--- config.mk ---
export PLATFORM = sky130hd
export DESIGN_NAME = bdd_traverse_ctrl
export DESIGN_NICKNAME = d
export VERILOG_FILES = /design/src/rtl/bdd_traverse_ctrl.sv
export SDC_FILE = /design/constraint.sdc
export NUM_CORES = 1
export LEC_CHECK = 0
export CORE_UTILIZATION = 35
export DETAILED_ROUTE_END_ITERATION = 10
export HOLD_SLACK_MARGIN = 0.08
export PLACE_DENSITY_LB_ADDON = 0.25
export SLEW_MARGIN = 20
export SYNTH_ARGS = -nofsm -noshare
export SYNTH_HDL_FRONTEND = slang
export SYNTH_SLANG_ARGS = --single-unit
--- constraint.sdc ---
create_clock -name clk -period 4.7 [get_ports clk]
set_clock_uncertainty 0.2 [all_clocks]
set_input_delay 0.47 -clock clk [delete_from_list [all_inputs] [get_ports clk]]
set_output_delay 0.47 -clock clk [all_outputs]
set_load 0.05 [all_outputs]
--- src/rtl/bdd_traverse_ctrl.sv ---
// Decision-tree traversal sequencer: fetches node words, streams coefficients into an
// external MAC, follows left/right children until a leaf or the depth limit is reached.
module bdd_traverse_ctrl #(
    parameter int ADDR_WIDTH = 8,
    parameter int N_ATTR     = 4,
    parameter int COEF_AW    = 2,
    parameter int THR_WIDTH  = 16,
    parameter int MAX_DEPTH  = 16,
    parameter int ROOT_ADDR  = 0
) (
    input  logic                         clk,
    input  logic                         rst,
    input  logic                         start_valid,
    output logic                         start_ready,
    output logic                         class_valid,
    input  logic                         class_ready,
    output logic [7:0]                   class_out,
    output logic                         err,
    output logic                         busy,
    input  logic                         host_we,
    input  logic                         host_sel,
    input  logic [ADDR_WIDTH+COEF_AW-1:0] host_addr,
    output logic                         host_wr_ack,
    output logic [ADDR_WIDTH-1:0]        node_addr,
    output logic                         node_re,
    output logic                         node_we,
    input  logic [18+THR_WIDTH-1:0]      node_rdata,
    output logic [ADDR_WIDTH+COEF_AW-1:0] coef_addr,
    output logic                         coef_re,
    output logic                         coef_we,
    output logic [COEF_AW-1:0]           attr_idx,
    output logic                         mac_clr,
    output logic                         mac_en,
    input  logic [THR_WIDTH-1:0]         mac_acc
);
    localparam int NODE_W  = 18 + THR_WIDTH;
    localparam int DEPTH_W = $clog2(MAX_DEPTH + 1);

    // Handshakes (start, class) complete on a rising edge where valid and ready are both
    // high; a valid never depends combinationally on its ready.
    typedef enum logic [2:0] {
        S_IDLE, S_NODE_RD, S_NODE_LAT, S_MAC, S_DRAIN, S_CMP, S_RESULT
    } state_t;

    state_t                state_q, state_d;
    logic [ADDR_WIDTH-1:0] node_q, node_d;
    logic [NODE_W-1:0]     word_q, word_d;
    logic [COEF_AW-1:0]    k_q, k_d;
    logic [DEPTH_W-1:0]    depth_q, depth_d;
    logic [7:0]            cls_q, cls_d;
    logic                  err_q, err_d;
    logic                  mac_en_q, mac_clr_q;
    logic [COEF_AW-1:0]    attr_q;

    logic [8:0]            left_w, right_w, sel_w;
    logic [THR_WIDTH-1:0]  thr_w;

    assign left_w  = word_q[NODE_W-1 -: 9];
    assign right_w = word_q[THR_WIDTH+8 -: 9];
    assign thr_w   = word_q[THR_WIDTH-1:0];
    // Unsigned compare, a tie goes to the left child.
    assign sel_w   = (mac_acc <= thr_w) ? left_w : right_w;

    always_comb begin
        state_d     = state_q;
        node_d      = node_q;
        word_d      = word_q;
        k_d         = k_q;
        depth_d     = depth_q;
        cls_d       = cls_q;
        err_d       = err_q;
        start_ready = 1'b0;
        class_valid = 1'b0;
        host_wr_ack = 1'b0;
        node_addr   = '0;
        node_re     = 1'b0;
        node_we     = 1'b0;
        coef_addr   = '0;
        coef_re     = 1'b0;
        coef_we     = 1'b0;
        case (state_q)
            S_IDLE: begin
                start_ready = !host_we;
                if (host_we) begin
                    host_wr_ack = 1'b1;
                    node_we     = host_sel;
                    coef_we     = !host_sel;
                    node_addr   = host_addr[ADDR_WIDTH-1:0];
                    coef_addr   = host_addr;
                end else if (start_valid) begin
                    state_d = S_NODE_RD;
                    node_d  = ADDR_WIDTH'(ROOT_ADDR);
                    depth_d = '0;
                end
            end
            S_NODE_RD: begin
                node_re   = 1'b1;
                node_addr = node_q;
                state_d   = S_NODE_LAT;
            end
            S_NODE_LAT: begin
                word_d  = node_rdata;
                k_d     = '0;
                state_d = S_MAC;
            end
            S_MAC: begin
                coef_re   = 1'b1;
                coef_addr = {node_q, k_q};
                k_d       = k_q + COEF_AW'(1);
                if (k_q == COEF_AW'(N_ATTR - 1)) state_d = S_DRAIN;
            end
            S_DRAIN: state_d = S_CMP;
            S_CMP: begin
                depth_d = depth_q + DEPTH_W'(1);
                if (sel_w[8]) begin
                    state_d = S_RESULT;
                    cls_d   = sel_w[7:0];
                    err_d   = 1'b0;
                end else if (depth_q + DEPTH_W'(1) == DEPTH_W'(MAX_DEPTH)) begin
                    state_d = S_RESULT;
                    cls_d   = 8'h00;
                    err_d   = 1'b1;
                end else begin
                    node_d  = ADDR_WIDTH'(sel_w[7:0]);
                    state_d = S_NODE_RD;
                end
            end
            S_RESULT: begin
                class_valid = 1'b1;
                if (class_ready) state_d = S_IDLE;
            end
            default: state_d = S_IDLE;
        endcase
    end

    always_ff @(posedge clk) begin
        if (rst) begin
            state_q   <= S_IDLE;
            node_q    <= ADDR_WIDTH'(ROOT_ADDR);
            word_q    <= '0;
            k_q       <= '0;
            depth_q   <= '0;
            cls_q     <= '0;
            err_q     <= 1'b0;
            mac_en_q  <= 1'b0;
            mac_clr_q <= 1'b0;
            attr_q    <= '0;
        end else begin
            state_q   <= state_d;
            node_q    <= node_d;
            word_q    <= word_d;
            k_q       <= k_d;
            depth_q   <= depth_d;
            cls_q     <= cls_d;
            err_q     <= err_d;
            // MAC strobes trail the coefficient read by the RAM latency.
            mac_en_q  <= (state_q == S_MAC);
            mac_clr_q <= (state_q == S_MAC) && (k_q == '0);
            attr_q    <= (state_q == S_MAC) ? k_q : '0;
        end
    end

    assign busy      = (state_q != S_IDLE) && (state_q != S_RESULT);
    assign class_out = cls_q;
    assign err       = err_q;
    assign mac_en    = mac_en_q;
    assign mac_clr   = mac_clr_q;
    assign attr_idx  = attr_q;

endmodule

== Yosys cells after proc, flatten, opt, wreduce, memory -nomap -nowiden ==
Index checks and enable logic that the tools add are counted.

* Add/subtract/negate cells: 2
* Order comparisons: 1
* Eq/ne operators: 15
* Multiplexer cells: 35
* Bitwise operators: 1
* Reduce and logical (&&, ||, !) cells: 15

{| class="wikitable"
|+ Operators with widths
! cell !! number
|-
| $mux 8 || 7
|-
| $pmux 8 s2 || 2
|-
| $pmux 3 s7 || 1
|-
| $pmux 10 s2 || 1
|-
| $mux 3 || 6
|-
| $le 16x16->1 || 1
|-
| $mux 1 || 12
|-
| $ne 2x2->1 const B || 6
|-
| $mux 10 || 1
|-
| $mux 5 || 2
|-
| $pmux 5 s2 || 1
|-
| $eq 3x3->1 const B || 3
|-
| $mux 9 || 1
|-
| $eq 3x2->1 const B || 2
|-
| $reduce_bool 2->1 || 3
|-
| $add 5x1->5 const B || 1
|-
| $eq 5x5->1 const B || 1
|-
| $reduce_and 5->1 || 1
|-
| $pmux 2 s2 || 1
|-
| $reduce_and 4->1 || 1
|-
| $eq 3x1->1 const B || 1
|-
| $logic_not 3->1 || 1
|-
| $ne 3x3->1 const B || 1
|-
| $reduce_and 3->1 || 1
|-
| 9 further kinds || 11
|}

* Register bits: 65
* Input bits: 66
* Output and inout port bits: 39
* Logic and storage cells: 79

== Longest topological paths before layout ==
* Word-level depth: 5
* Gate-level depth with buffers: 9
* Depth with buffers taken out: 9

== Least setup slack after synthesis ==
OpenSTA, ideal clock, no wires.

* Path kind: reg-to-output
* From: reg state_q[0]
* To: out coef_we
* Arrival time: 2,429 ps
* Required time: 4,030 ps
* Path slack: 1,601 ps
* Cell stages (with the launch flop): 7
* Buffers on the path: 3
* Cell sequence: dfxtp_1 buf_2 nor3_1 and2_1 clkbuf_1 buf_1 nor2b_1

* Longest elaborated chain between the ends: 2

{| class="wikitable"
|+ RTL lines
! what !! line !! text
|-
| from (decl) || 45 || <nowiki>state_t state_q, state_d;</nowiki>
|-
| from (signal assigned) || 149 || <nowiki>state_q <= state_d;</nowiki>
|-
| $logic_not 3->1 || 81 || <nowiki>case (state_q)</nowiki>
|-
| $mux 1 || 81 ||
|-
| to (decl) || 30 || <nowiki>output logic coef_we,</nowiki>
|}

Every way passes these cells.

== Worst setup path in the final report ==
* From: reg state_q[0]
* To: out coef_addr[0]

* Longest elaborated chain between the ends: 2
* Elaborated cells between the ends (all ways): 3
* Those cells by class: 1 x eq/ne; 1 x mux; 1 x reduce/logical

{| class="wikitable"
|+ RTL lines
! what !! line !! text
|-
| $eq 3x2->1 or $logic_not 3->1 (tied branches) || 81 ||
|-
| $pmux 10 s2 (*) || 81 ||
|-
| to (decl) || 28 || <nowiki>output logic [ADDR_WIDTH+COEF_AW-1:0] coef_addr,</nowiki>
|}

Every way passes the cells marked *; elsewhere a longest branch is shown, timed or not.

==> flow_summary_export.csv <==
group,metric,value,unit
critical_path,critical_path.endpoint_type,"output pin",
layout,final_area,4688,um^2
synthesis,ys.warnings.count,0,
floorplanning,core_region_area,9240,um^2
timing,hold_viol,0,
global_route,grt_start_max_net_pins,35,
place,gp_congestion,0.8195,
clocking,clockBufferDepth,2,
critical_path,cp-start-kind,"register",
clocking,cts.repair.resized,0,
timing,min_period,3.325,ns
global_route,grt_pass1_vias,3020,
route,routed_wl,8176,um
clocking,cts_made_buffers,9,
clocking,cts.reportedPaths.clkPinSlew,0.07,ns
flow_run,maxCapViolations,0,
run_status,status,"complete, no violations",
clocking,post-cts-setup-buffers,0,
clocking,cts_max_level,3,
layout,area.growth.synth_to_final,41.02,%
synthesis,avgSynthCellArea,8.208,um^2
place,pre_cts_slack,1.447,ns
layout,num_antenna_cells,0,
timing,rsz0062_at_grt,"false",
timing,period_share,70.75,%
clocking,clkLatencyLatePin,0.34,ns
route,drc,0,
critical_path,crit_type,"register to output pin",
route,dr.pass1.iters,4,
timing,fin_setup_tns,0,ns
route,vias,3118,
pwr,p_per_area,310.9,nW/um^2
synthesis,synth_ff_type,"dfxtp_1",
route,wire_per_inst,12.88,um
pwr,power_leakage,1.756,nW
critical_path,cp.arrival,2.66,ns
critical_path,required,4.03,ns
route,first_iter_violations,117,
synthesis,syn-cell-area,3324,um^2
layout,drive_gt1_share,8.300,%
clocking,cts_tree,"yes",
synthesis,ys_top_cells_by_area,"dfxtp_1 39%, nand2_1 9.9%, a21oi_1 7.8%, ha_1 7.2%, a22o_1 5.8%",
global_route,grt_use_total,17.37,%
timing,setup_viol,0,
floorplanning,rows,35,
synthesis,synthCells,405,
floorplanning,start_util,35.98,%
floorplanning,die_x,99.46,um
place,io_buffers,104,
synthesis,ys_ff_latch,65,
timing,setup_slack,1.375,ns
synthesis,synth_top_area_share,39.14,%
place,dpl_cell_area,4461,um^2
timing,tightest_slew,0.6503,ns
timing,slew_viol_final,0,
timing,fmax,300.7,MHz
clocking,numClockSinks,65,
critical_path,cp_max_fo,18,
clocking,hold_buffers,0,
clocking,cts_root_buffer,"clkbuf_8",
synthesis,syn_nets,490,
place,dp.final_hpwl,6197,um
worst_hold_path,hp-class,"register to register",
synthesis,yosysTopAreaCell,"dfxtp_1",
pwr,ir_drop,0.1795,mV
pwr,total_power,0.001458,W
global_route,gr-total-overflow,0,
layout,nNetsFinal,586,
floorplanning,ios,105,
floorplanning,dieArea,9892,um^2
layout,most-common-layout-cells,"103 x clkdlybuf4s50_1, 87 x nand2_1, 65 x dfxtp_1",
timing,relSlewSlack,56.50,%
layout,layout_commonest_cell,"clkdlybuf4s50_1",
synthesis,ys_types,49,
global_route,antenna_found_initial,0,
synthesis,seq_area_frac_synth,39.14,%
route,via_per_inst,4.910,
synthesis,synth-async-reset-ratio,0,%
synthesis,synth_edf_count,0,
route,ant_nets,0,
global_route,grt_first_pass_wirelength,13660,um
floorplanning,dieHeight,99.46,um
final timing paths:
kind                            slack (ns)  cells past startpoint  startpoint            to
worst max-delay path                  1.37                      5  state_q[0]  coef_addr[0]
worst max register to register        2.08                      9  word_q[13]  class_out[3]
worst min register to register        0.26                      2   word_q[6]     word_q[6]
worst min-delay path                  0.26                      2   word_q[6]     word_q[6]
state kept, by name, summed over array words and instances (netlist names):
register and cells:
class_out 8, depth_q 5, attr_idx 2, mac_en 1, err 1, mac_clr 1
word_q 34, state_q 3, node_q 8, k_q 2
worst max-delay path: stages (launching register included):
cell and delay (ns):
dfxtp_1 0.45, nor3_1 0.26, and2_1 0.51, nand2_1 0.14, o21ai_0 0.12, clkdlybuf4s50_1 0.84
where the power goes:
| part | internal (W) | switching (W) | total [W] |
|---|---|---|---|
| Clock | 0.000303 | 0.000231 | 0.000533 |
| Combinational | 0.000140 | 0.000188 | 0.000328 |
| Sequential | 0.000574 | 0.0000228 | 0.000597 |
cell type report:
type / count / area [um^2]
multi-input cells: 298 / 1871
well taps: 129 / 161.4
inverters: 21 / 78.83
flip-flops and latches: 65 / 1301
repair buffers: 106 / 1051
clock buffers: 9 / 123.9
clock inverters: 7 / 101.3
fillers: 904 / 4552
synthesized netlist by cell type, drive strengths merged (2+ instances only):
cell	number
and3	3
a21oi	54
nor3	7
a21o	10
a311oi	2
dfxtp	65
a211oi	3
nand3	7
nand2	88
inv	20
o21ai	17
nand4	4
o211ai	2
nor2	12
a31oi	3
or4	3
nand2b	11
buf	3
a22oi	9
nor2b	5
clkbuf	18
a22o	22
ha	19
and2	6
metrics by stage:
stage          util [%]  instances  hold slack, ns
2_1_floorplan         -        405          0.2363
3_3_place_gp      48.27        619          0.2445
3_5_place_dp      48.27        619          0.2479
4_1_cts           50.71        635          0.2577
5_1_grt           50.74        635          0.2751
6_report          50.74        635          0.2564
cells by family (layout without fill, tap and decap cells):
group / count (synthesis) / in the layout / share of synthesized area (%)
fa+ha+maj: 19 / 19 / 7.151
mux: 1 / 1 / 0.4515
compound gates: 127 / 127 / 25.55
buf+inv: 42 / 143 / 4.817
flops: 65 / 65 / 39.14
simple gates: 151 / 151 / 22.88
per-layer routing:
| layer | part of all wire, % | GRT usage (%) | vias up |
|---|---|---|---|
| met3 | 5.4 | 3.865 | 5 |
| met4 | 0.62 | 6.561 | 0 |
| li1 | - | - | 1610 |
| met5 | 0 | 0 | - |
| met2 | 46 | 29.81 | 89 |
| met1 | 48 | 21.27 | 1414 |
Note: power is estimated with default switching activity, not from simulation.
